--- src/rtl/branch_unit.sv ---
// Registered branch resolution: compares rs1/rs2 under the RV32I branch conditions,
// picks the redirect PC, flags mispredicts and keeps wrap-around performance counters.
module branch_unit #(
    parameter int WIDTH     = 32,
    parameter int CNT_WIDTH = 32
) (
    input  logic                 clk,
    input  logic                 rst,
    input  logic                 in_valid,
    input  logic [2:0]           funct3,
    input  logic [WIDTH-1:0]     rs1,
    input  logic [WIDTH-1:0]     rs2,
    input  logic [WIDTH-1:0]     pc,
    input  logic [WIDTH-1:0]     imm,
    input  logic                 pred_taken,
    input  logic                 stall,
    input  logic                 flush,
    input  logic                 cnt_clear,
    output logic                 out_valid,
    output logic                 taken,
    output logic                 mispredict,
    output logic [WIDTH-1:0]     redirect_pc,
    output logic                 breq,
    output logic                 brlt,
    output logic                 brltu,
    output logic                 illegal,
    output logic [CNT_WIDTH-1:0] branch_cnt,
    output logic [CNT_WIDTH-1:0] mispred_cnt
);

    localparam logic [2:0] F3_BEQ  = 3'b000;
    localparam logic [2:0] F3_BNE  = 3'b001;
    localparam logic [2:0] F3_BLT  = 3'b100;
    localparam logic [2:0] F3_BGE  = 3'b101;
    localparam logic [2:0] F3_BLTU = 3'b110;
    localparam logic [2:0] F3_BGEU = 3'b111;

    function automatic logic eval_cond(input logic [2:0] f, input logic eq,
                                       input logic lt, input logic ltu);
        logic c;
        c = 1'b0;
        case (f)
            F3_BEQ:  c = eq;
            F3_BNE:  c = !eq;
            F3_BLT:  c = lt;
            F3_BGE:  c = !lt;
            F3_BLTU: c = ltu;
            F3_BGEU: c = !ltu;
            default: c = 1'b0;
        endcase
        return c;
    endfunction

    function automatic logic is_illegal(input logic [2:0] f);
        return (f == 3'b010) || (f == 3'b011);
    endfunction

    // Stage p0: combinational compare, condition and target selection
    logic signed [WIDTH-1:0] rs1_s_p0;
    logic signed [WIDTH-1:0] rs2_s_p0;
    logic                    breq_p0;
    logic                    brlt_p0;
    logic                    brltu_p0;
    logic                    cond_p0;
    logic                    illegal_p0;
    logic                    mispred_p0;
    logic [WIDTH-1:0]        target_p0;
    logic [WIDTH-1:0]        fallthru_p0;
    logic [WIDTH-1:0]        redirect_p0;
    logic                    count_p0;

    assign rs1_s_p0    = rs1;
    assign rs2_s_p0    = rs2;
    assign breq_p0     = (rs1 == rs2);
    assign brltu_p0    = (rs1 < rs2);
    assign brlt_p0     = (rs1_s_p0 < rs2_s_p0);
    assign illegal_p0  = is_illegal(funct3);
    assign cond_p0     = eval_cond(funct3, breq_p0, brlt_p0, brltu_p0);
    assign mispred_p0  = (cond_p0 ^ pred_taken) & ~illegal_p0;
    assign target_p0   = pc + imm;
    assign fallthru_p0 = pc + WIDTH'(4);
    assign redirect_p0 = cond_p0 ? target_p0 : fallthru_p0;
    assign count_p0    = in_valid && !flush && !illegal_p0;

    // Stage p1: result and counter registers
    logic                 vld_p1;
    logic                 taken_p1;
    logic                 mispred_p1;
    logic [WIDTH-1:0]     redirect_p1;
    logic                 breq_p1;
    logic                 brlt_p1;
    logic                 brltu_p1;
    logic                 illegal_p1;
    logic [CNT_WIDTH-1:0] branch_cnt_p1;
    logic [CNT_WIDTH-1:0] mispred_cnt_p1;

    always_ff @(posedge clk) begin
        if (!rst) begin
            vld_p1         <= 1'b0;
            taken_p1       <= 1'b0;
            mispred_p1     <= 1'b0;
            redirect_p1    <= '0;
            breq_p1        <= 1'b0;
            brlt_p1        <= 1'b0;
            brltu_p1       <= 1'b0;
            illegal_p1     <= 1'b0;
            branch_cnt_p1  <= '0;
            mispred_cnt_p1 <= '0;
        end else if (!stall) begin
            if (flush || !in_valid) begin
                vld_p1      <= 1'b0;
                taken_p1    <= 1'b0;
                mispred_p1  <= 1'b0;
                redirect_p1 <= '0;
                breq_p1     <= 1'b0;
                brlt_p1     <= 1'b0;
                brltu_p1    <= 1'b0;
                illegal_p1  <= 1'b0;
            end else begin
                vld_p1      <= 1'b1;
                taken_p1    <= cond_p0;
                mispred_p1  <= mispred_p0;
                redirect_p1 <= redirect_p0;
                breq_p1     <= breq_p0;
                brlt_p1     <= brlt_p0;
                brltu_p1    <= brltu_p0;
                illegal_p1  <= illegal_p0;
            end
            // Clearing takes precedence over a same-cycle increment.
            if (cnt_clear) begin
                branch_cnt_p1  <= '0;
                mispred_cnt_p1 <= '0;
            end else if (count_p0) begin
                branch_cnt_p1 <= branch_cnt_p1 + CNT_WIDTH'(1);
                if (mispred_p0) begin
                    mispred_cnt_p1 <= mispred_cnt_p1 + CNT_WIDTH'(1);
                end
            end
        end
    end

    assign out_valid   = vld_p1;
    assign taken       = taken_p1;
    assign mispredict  = mispred_p1;
    assign redirect_pc = redirect_p1;
    assign breq        = breq_p1;
    assign brlt        = brlt_p1;
    assign brltu       = brltu_p1;
    assign illegal     = illegal_p1;
    assign branch_cnt  = branch_cnt_p1;
    assign mispred_cnt = mispred_cnt_p1;

endmodule

--- config.mk ---
export PLATFORM = sky130hd
export DESIGN_NAME = branch_unit
export DESIGN_NICKNAME = d
export VERILOG_FILES = /design/src/rtl/branch_unit.sv
export SDC_FILE = /design/constraint.sdc
export NUM_CORES = 1
export LEC_CHECK = 0
export CAP_MARGIN = 40
export CORE_MARGIN = 3
export CORE_UTILIZATION = 52
export CTS_BUF_LIST = sky130_fd_sc_hd__clkbuf_16
export DETAILED_ROUTE_END_ITERATION = 16
export PLACE_DENSITY = 0.91
export SLEW_MARGIN = 10
export SYNTH_ARGS = -nofsm -noshare
export SYNTH_HDL_FRONTEND = slang
export SYNTH_SLANG_ARGS = --single-unit
--- constraint.sdc ---
create_clock -name clk -period 5.3 [get_ports clk]
set_input_delay 1.325 -clock clk [delete_from_list [all_inputs] [get_ports clk]]
set_output_delay 1.325 -clock clk [all_outputs]
set_load 0.005 [all_outputs]
==> results of run 1 <==
[where the power goes]
group | switching (mW) | internal [mW] | total [mW]
clock | 0.333 | 0.378 | 0.711
combinational | 0.279 | 0.271 | 0.550
sequential | 0.00705 | 0.784 | 0.791
total | 0.619 | 1.43 | 2.05
[worst paths after layout]
| kind | slack [ns] | to | startpoint | depth (start not counted) |
|---|---|---|---|---|
| min reg2reg | 0.44 | redirect_pc[27] | redirect_pc[27] | 2 |
| max | 0.74 | mispred_cnt[18] | rs2[31] | 12 |
| min | 0.44 | redirect_pc[27] | redirect_pc[27] | 2 |
| max reg2reg | 2.63 | mispred_cnt[30] | mispred_cnt[10] | 9 |
[flip-flops by register name (all words and copies together) (netlist names)]
signal       flops
branch_cnt      32
breq             1
brlt             1
brltu            1
illegal          1
mispred_cnt     32
mispredict       1
out_valid        1
redirect_pc     32
taken            1
[placed cells by master, fill, tap and decap left out, types with 5 or more instances in the layout]
cell,netlist,layout
clkdlybuf4s50_1,0,240
nand2_1,120,120
dfxtp_1,103,103
nor2_1,66,66
ha_1,66,66
a21oi_1,63,63
inv_1,51,51
xor2_1,50,50
o21ai_0,48,47
nand3_1,46,46
nand4_1,30,30
xnor2_1,28,28
and3_1,24,24
nor2b_1,17,17
o21ai_2,15,16
a21boi_0,15,15
nor3_1,14,14
a21o_1,14,14
or3_1,14,14
a31oi_1,14,14
o21ai_1,14,14
o211ai_1,13,13
and2_1,13,13
o31ai_1,13,13
a22oi_1,12,12
buf_4,0,11
clkbuf_16,0,9
nor4_1,7,7
or2_2,6,6
mux2i_1,6,6
and4_1,5,5
[metrics by stage]
step	util	worst slack, ns	total power, mW	hold WS, ns	cell area (sq um)
2_1_floorplan	-	1.30	1.12	0.439	7660
3_3_place_gp	0.724	0.547	1.33	0.435	10300
3_5_place_dp	0.724	0.404	1.35	0.435	10300
4_1_cts	0.747	0.785	2.05	0.449	10600
5_1_grt	0.747	0.553	2.15	0.474	10600
6_report	0.747	0.740	2.05	0.444	10600
[synthesized netlist by cell type, types with 23 or more instances]
cell / instances / share of area
nand2_1: 120 / 0.059
dfxtp_1: 103 / 0.27
ha_1: 66 / 0.11
nor2_1: 66 / 0.032
a21oi_1: 63 / 0.041
inv_1: 51 / 0.025
xor2_1: 50 / 0.057
o21ai_0: 48 / 0.031
nand3_1: 46 / 0.030
nand4_1: 30 / 0.025
xnor2_1: 28 / 0.032
and3_1: 24 / 0.020
clkbuf_1: 23 / 0.011
[cell type report]
| class | instances | area (sq um) |
|---|---|---|
| multi-input combinational | 796 | 5270 |
| sequential | 103 | 2060 |
| tap | 180 | 225 |
| timing repair buffer | 252 | 2500 |
| inverter | 51 | 191 |
| clock buffer | 9 | 225 |
| fill | 1043 | 3580 |
| clock inverter | 7 | 88.8 |
[logic make-up (layout without fill, tap and decap cells)]
group / after synthesis / after routing / share of synthesized area
adders and majority gates: 67 / 67 / 0.110
muxes: 9 / 9 / 0.0123
buffers and inverters: 84 / 319 / 0.0451
xor gates and xnor gates: 78 / 78 / 0.0892
DFF: 103 / 103 / 0.269
AOI/OAI and AO/OA: 261 / 261 / 0.225
and+or+nand+nor: 381 / 381 / 0.248
[worst max-delay path, delay by kind of cell]
family,cells,cell delay (ns)
AND/OR/NAND/NOR,6,1.67
buffers and inverters,3,0.84
AO/OA/AOI/OAI,2,0.66
adder cells (fa/ha/maj),1,0.36
[per-layer routing]
layer | GRT usage | vias up | share of wire
met3 | 0.0506 | 66 | 0.071
met1 | 0.366 | 3856 | 0.42
li1 | - | 4005 | -
met2 | 0.493 | 403 | 0.48
met5 | 0 | - | 0
met4 | 0.0871 | 0 | 0.027
==> metrics.log, run 1 <==
[metrics] leakage power total: 4.16 nW
[metrics] clock skew: 0.0162 ns
[metrics] initial antenna violation count: 0
[metrics] GRT Total Usage: 0.286
[metrics] hold-fix buffer count after cts: 0
[metrics] total vias in the final route: 8330
[metrics] via count of the first global-routing pass: 8034
[metrics] layout cells sized above 1: 0.0525
[metrics] maximum vdd ir drop: 0.152 mV
[metrics] initial DRC count: 579
[metrics] final cell count without fillers: 1398
[metrics] synthesized area divided by synthesized cell count: 7.79 sq um
[metrics] weighted congestion at the end of routability-driven global placement: 0.943
[metrics] post-CTS setup buffer count: 0
[metrics] root buf cell: clkbuf_16
[metrics] Avg Vias per Cell: 5.96
[metrics] Yosys warning count: 0
[metrics] Setup Crit Path Kind: input pin to flip-flop
[metrics] Antenna Diode Count: 0
[metrics] die outline area: 16200 sq um
[metrics] routed length per instance: 17.2 um
[metrics] number of clock sinks: 103
[metrics] Post-synth EDFFs: 0
[metrics] clock latency of the later-clocked register in the worst-skew pair: 0.36 ns
[metrics] max incr delay on CP: 0.58 ns
[metrics] total number of H-tree levels: 3
[metrics] total standard cell area after synthesis: 7660 sq um
[metrics] share of the cycle needed by the critical path after routing: 0.860
[metrics] slowest library cell on the worst path: nor4_1
[metrics] Post-synth top flop: dfxtp_1
[metrics] Arrival @ worst endpoint: 4.86 ns
[metrics] run status: finished, final reports clean
[metrics] async set-reset flop share out of synthesis: 0
[metrics] type of element capturing the critical path: flip-flop
[metrics] Slew Limit Headroom: 0.460
[metrics] iteration count of the initial detailed-routing pass: 5
[metrics] register clock-pin slew on the reported worst setup and hold paths: 0.07 ns
[metrics] number of cells produced by synthesis: 983
[metrics] setup repair after global routing missed its margin: false
[metrics] maximum achievable frequency: 219 MHz
[metrics] final-stage net count: 1418
[metrics] Total Neg Setup Slack: 0 ns
[metrics] path category of the worst min-delay check: flip-flop to flip-flop
[metrics] count of final setup violators: 0
[metrics] post-cts repair resize count: 0
[metrics] synthesized netlist net count: 1188
[metrics] endpoints failing hold: 0
[metrics] die height: 127 um
[metrics] total placed cells including tap cells: 1382
[metrics] Synth cell types: 68
[metrics] GR Overflow Total: 0
[metrics] total number of placement rows: 43
[metrics] part of the Yosys area used for sequential elements: 0.269
[metrics] maximum number of pins on one net before global-route repair: 37
[metrics] CP Cell Sequence: clkdlybuf4s50_1 > inv_1 > ha_1 > nand4_2 > nor4_1 > o311a_1 > o211a_1 > or4_4 > nand4_1 > buf_4 > or3_1 > nand3_1
[metrics] crit path max fanout: 12
[metrics] post-detailed-route DRC marker count: 0
[metrics] layout overhead on the synthesized area: 37.9%
[metrics] remaining antenna violation count: 0
[metrics] worst path required time: 5.60 ns
[metrics] clock buffers created by TritonCTS: 9
[metrics] max-slew violation count: 0
[metrics] number of flip-flops and latches in the synthesized netlist: 103
[metrics] power per unit of standard cell area: 194 nW/um^2
[metrics] die width: 127 um
[metrics] post-detailed-placement half-perimeter wirelength: 18.7 mm
[metrics] drt total wl: 24.0 mm
[metrics] worst-margin pin slew: 0.808 ns
[metrics] wire length of the first global-routing pass: 38.5 mm
[metrics] Core Box Area: 14100 sq um
[metrics] type of element launching the critical path: input pin
[metrics] Initial Utilization: 0.541
[metrics] maxcap violations: 0
[metrics] number of port buffers: 240
[metrics] TritonCTS clock tree: yes
[metrics] shortest period the worst path allows: 4.56 ns
[metrics] count of boundary I/O pins: 241
[metrics] maximum buffer depth of the clock tree: 2
(Power assumes the default switching activity.)
==> inputs of run 2 (changes only) <==
CORE_UTILIZATION = 53   (was 52)
CTS_BUF_LIST = sky130_fd_sc_hd__clkbuf_4 sky130_fd_sc_hd__clkbuf_8   (was sky130_fd_sc_hd__clkbuf_16)
PLACE_DENSITY = 0.93   (was 0.91)
==> metrics.log, run 2 (synthesis gave the netlist of run 1 again) <==
[metrics] run status: finished, final reports clean
[metrics] via count of the first global-routing pass: 8049
[metrics] leakage power total: 4.09 nW
[metrics] hold-fix buffer count after cts: 0
[metrics] endpoints failing hold: 0
[metrics] remaining antenna violation count: 0
[metrics] net switching power: 0.576 mW
[metrics] register clock-pin slew on the reported worst setup and hold paths: 0.10 ns
[metrics] max incr delay on CP: 0.50 ns
[metrics] slowest library cell on the worst path: clkdlybuf4s50_1
[metrics] most frequent standard cell in the layout excluding fill and tap cells: clkdlybuf4s50_1
[metrics] post-detailed-placement half-perimeter wirelength: 18.8 mm
[metrics] crit path max fanout: 4
[metrics] register share of total power: 0.436
[metrics] maximum buffer depth of the clock tree: 2
[metrics] die height: 126 um
[metrics] path category of the worst min-delay check: flip-flop to flip-flop
[metrics] maxcap violations: 0
[metrics] Switching Fraction: 0.318
[metrics] die width: 126 um
[metrics] root buf cell: clkbuf_8
[metrics] iteration count of the initial detailed-routing pass: 6
[metrics] worst-margin pin slew: 0.908 ns
[metrics] worst-case hold slack: 0.446 ns
[metrics] weighted congestion at the end of routability-driven global placement: 0.937
[metrics] maximum vdd ir drop: 0.142 mV
[metrics] post-CTS setup buffer count: 0
[metrics] Total Neg Setup Slack: 0 ns
[metrics] Internal Dissipation: 1.24 mW
[metrics] routed length per instance: 16.9 um
[metrics] count of boundary I/O pins: 241
[metrics] layout cells sized above 1: 0.0518
[metrics] post-detailed-route DRC marker count: 0
[metrics] finished layout cell area: 10400 sq um
[metrics] combinational group share of total power: 0.301
[metrics] maximum achievable frequency: 223 MHz
[metrics] Setup Crit Path Kind: input pin to flip-flop
[metrics] Antenna Diode Count: 0
[metrics] wire length of the first global-routing pass: 38.6 mm
[metrics] GR Overflow Total: 0
[metrics] type of element launching the critical path: input pin
[metrics] total vias in the final route: 8318
[metrics] clock buffers created by TritonCTS: 9
[metrics] GRT Total Usage: 0.289
[metrics] critical path depth: 13
[metrics] CP Cell Sequence: clkdlybuf4s50_1 > ha_1 > inv_1 > fa_1 > nor2b_1 > o21bai_1 > a21oi_1 > o32ai_1 > o311a_1 > nor3_1 > o221ai_1 > or3b_2 > a31oi_1
[metrics] shortest period the worst path allows: 4.49 ns
[metrics] Slew Limit Headroom: 0.392
[metrics] total placed cells including tap cells: 1382
[metrics] final cell count without fillers: 1397
[metrics] max-slew violation count: 0
[metrics] power per unit of standard cell area: 174 nW/um^2
[metrics] Initial Utilization: 0.548
[metrics] initial antenna violation count: 0
[metrics] worst path required time: 5.62 ns
[metrics] total number of H-tree levels: 3
[metrics] Core Box Area: 14000 sq um
[metrics] number of clock sinks: 103
[metrics] setup repair after global routing missed its margin: false
[metrics] total number of placement rows: 43
[metrics] Worst Reg-to-Reg Cells: 8
[metrics] layout overhead on the synthesized area: 36.0%
[metrics] type of element capturing the critical path: flip-flop
[metrics] clock skew: 0.0125 ns
[metrics] final-stage net count: 1418
[metrics] share of the cycle needed by the critical path after routing: 0.847
[metrics] Arrival @ worst endpoint: 4.81 ns
[metrics] Avg Vias per Cell: 5.95
[metrics] number of stages on the worst hold path: 2
[metrics] drt total wl: 23.6 mm
[metrics] top library cells by usage in the layout, fill and taps aside: 240 x clkdlybuf4s50_1, 120 x nand2_1, 103 x dfxtp_1
[metrics] area post-placement: 10200 sq um
[metrics] die outline area: 15900 sq um
[metrics] count of final setup violators: 0
[metrics] clock latency of the later-clocked register in the worst-skew pair: 0.39 ns
[metrics] initial DRC count: 488
[metrics] clock network power share: 0.262
[metrics] final core utilization: 0.745
[metrics] dominant delay contributor by cell family on the critical path: compound AO/OA/AOI/OAI gates
[metrics] post-cts repair resize count: 0
[metrics] Buf/Inv on CP: 2
[metrics] TritonCTS clock tree: yes
[metrics] number of port buffers: 240
[metrics] maximum number of pins on one net before global-route repair: 42
[run 2: path summary, 6_finish.rpt]
check             startpoint         endpoint  slack (ns)
min          redirect_pc[27]  redirect_pc[27]        0.45
min reg2reg  redirect_pc[27]  redirect_pc[27]        0.45
max                    pc[0]  redirect_pc[30]        0.81
max reg2reg    branch_cnt[0]   branch_cnt[30]        2.57
[run 2: worst reg2reg max path: stages, from the launching register on]
cell      delay (ns)
dfxtp_1         0.41
ha_1            0.18
nor4bb_1        0.71
and3_1          0.33
nand2_1         0.11
nor3_1          0.46
nand3_1         0.17
xor2_1          0.18
nor2_1          0.07
[run 2: cell type report]
class	instances	area [sq um]
clock inverter	5	42.5
tap	180	225
timing repair buffer	252	2490
clock buffer	10	138
multi-input combinational	796	5270
sequential	103	2060
fill	1051	3570
inverter	51	191
[run 2: through the flow]
stage	total power [mW]	setup WS, ns
floorplan	1.12	1.30
global placement	1.33	0.561
detailed placement	1.35	0.412
CTS	1.82	0.828
global route	1.91	0.531
finish	1.81	0.808
[run 2: power by group through the flow]
stage,Sequential (mW),Combinational (mW),Clock (mW)
CTS,0.791,0.540,0.487
finish,0.792,0.547,0.476
floorplan,0.809,0.313,0
detailed placement,0.809,0.537,0
global route,0.793,0.599,0.523
global placement,0.809,0.521,0
[run 2: routing by layer]
metal,up-vias,global-route usage,part of all wire
met5,-,0,0
met4,0,0.0909,0.024
met3,56,0.0509,0.070
met2,382,0.501,0.49
met1,3875,0.366,0.42
li1,4005,-,-
==> inputs of run 3 (changes only) <==
CORE_UTILIZATION = 49   (was 53)
PLACE_DENSITY = 0.87   (was 0.93)
clock period = 4.6 ns   (was 5.3 ns; I/O delays follow)
==> metrics.log, run 3 (synthesis gave the netlist of run 1 again) <==
[metrics] run status: finished, final reports clean
[metrics] maximum number of pins on one net before global-route repair: 36
[metrics] routed length per instance: 15.8 um
[metrics] root buf cell: clkbuf_8
[metrics] count of boundary I/O pins: 241
[metrics] register clock-pin slew on the reported worst setup and hold paths: 0.12 ns
[metrics] r2r setup slk: 1.96 ns
[metrics] drt total wl: 22.7 mm
[metrics] power per unit of standard cell area: 207 nW/um^2
[metrics] number of stages on the worst hold path: 2
[metrics] clock buffers created by TritonCTS: 9
[metrics] post-cts repair resize count: 0
[metrics] Slew Limit Headroom: 0.470
[metrics] post-detailed-placement half-perimeter wirelength: 17.8 mm
[metrics] number of clock sinks: 103
[metrics] type of element launching the critical path: input pin
[metrics] initial DRC count: 602
[metrics] hold-fix buffer count after cts: 0
[metrics] weighted congestion at the end of routability-driven global placement: 0.938
[metrics] Avg Vias per Cell: 5.64
[metrics] die width: 131 um
[metrics] maximum achievable frequency: 239 MHz
[metrics] worst-margin pin slew: 0.794 ns
[metrics] final critical-path setup slack: 0.416 ns
[metrics] post-CTS setup buffer count: 0
[metrics] Setup Crit Path Kind: input pin to flip-flop
[metrics] Total Neg Setup Slack: 0 ns
[metrics] layout overhead on the synthesized area: 38.5%
[metrics] via count of the first global-routing pass: 7675
[metrics] Initial Utilization: 0.502
[metrics] maximum buffer depth of the clock tree: 2
[metrics] layout cells sized above 1: 0.0587
[metrics] clock skew: 0.0120 ns
[metrics] final-stage net count: 1426
[metrics] Core Box Area: 15300 sq um
[metrics] maximum vdd ir drop: 0.130 mV
[metrics] remaining antenna violation count: 0
[metrics] post-detailed-route DRC marker count: 0
[metrics] endpoints failing hold: 0
[metrics] number of port buffers: 240
[metrics] total vias in the final route: 8111
[metrics] Arrival @ worst endpoint: 4.51 ns
[metrics] iteration count of the initial detailed-routing pass: 5
[metrics] multi-input gate area in the final layout: 5270 sq um
[metrics] most frequent standard cell in the layout excluding fill and tap cells: clkdlybuf4s50_1
[metrics] die height: 131 um
[metrics] GR Overflow Total: 0
[metrics] shortest period the worst path allows: 4.18 ns
[metrics] setup slack after placement: 0.106 ns
[metrics] die outline area: 17200 sq um
[metrics] clock latency of the later-clocked register in the worst-skew pair: 0.39 ns
[metrics] count of final setup violators: 0
[metrics] leakage power total: 4.17 nW
[metrics] wire length of the first global-routing pass: 36.6 mm
[metrics] total number of H-tree levels: 3
[metrics] Worst Reg-to-Reg Cells: 9
[metrics] share of the cycle needed by the critical path after routing: 0.910
[metrics] layout filler cell count: 1220
[metrics] worst path required time: 4.92 ns
[metrics] initial antenna violation count: 0
[metrics] TritonCTS clock tree: yes
[metrics] area of all sequential standard cells: 2060 sq um
[metrics] GRT Total Usage: 0.261
[metrics] Antenna Diode Count: 0
[metrics] Crit Reg-Reg Endpoint: mispred_cnt[30]
[metrics] total placed cells including tap cells: 1421
[metrics] worst-case hold slack: 0.453 ns
[metrics] maxcap violations: 0
[metrics] max-slew violation count: 0
[metrics] top library cells by usage in the layout, fill and taps aside: 240 x clkdlybuf4s50_1, 120 x nand2_1, 103 x dfxtp_1
[metrics] type of element capturing the critical path: flip-flop
[metrics] path category of the worst min-delay check: flip-flop to flip-flop
[metrics] Pwr Total: 2.20 mW
[metrics] beginning of the worst register-to-register path: mispred_cnt[10]
[metrics] crit path max fanout: 3
[metrics] total number of placement rows: 45
[metrics] terminating pin of the worst hold path: redirect_pc[25]
[metrics] hold path startpoint: redirect_pc[25]
[metrics] final cell count without fillers: 1437
[metrics] setup repair after global routing missed its margin: false
run 3: through the flow:
stage / instance area (sq um) / utilization
4_1_cts: 10600 / 0.695
6_report: 10600 / 0.695
3_3_place_gp: 10400 / 0.681
2_1_floorplan: 7660 / -
3_5_place_dp: 10400 / 0.681
5_1_grt: 10600 / 0.695
run 3: power by group:
part           leakage, nW  total [mW]  switching, mW  internal (mW)
Clock                0.109       0.645          0.374          0.271
Sequential           0.832       0.912        0.00770          0.904
Combinational         3.23       0.638          0.316          0.323
Total                 4.17        2.20          0.697           1.50
run 3: area by class of cell:
class,instances,share of cell area
multi-input combinational,796,0.497
timing repair buffer,260,0.245
sequential,103,0.194
tap,211,0.0249
inverter,51,0.0181
clock buffer,9,0.0117
clock inverter,7,0.00885
run 3: worst max path at each step:
stage	start	end	depth (start not counted)
finish	pc[0]	redirect_pc[30]	13
global route	pc[0]	redirect_pc[30]	13
CTS	pc[0]	redirect_pc[30]	13
detailed placement	rs2[26]	mispred_cnt[7]	12
global placement	rs2[31]	mispred_cnt[9]	12
floorplan	rs2[31]	mispred_cnt[16]	13
run 3: per-layer routing:
layer  vias to the layer above  wire, um  track usage
met4                         0       501       0.0859
met2                       314     10700        0.435
li1                       4022         -            -
met1                      3731      9970        0.347
met5                         -         0            0
met3                        44      1530       0.0390
run 3: critical path: stages:
cell,delay (ns)
clkdlybuf4s50_1,0.49
ha_1,0.17
inv_1,0.05
fa_1,0.39
nor2b_1,0.16
o21bai_1,0.10
a21oi_1,0.25
o32ai_1,0.19
o311a_1,0.38
nor3_1,0.31
o221ai_1,0.21
or3b_2,0.47
a31oi_1,0.17
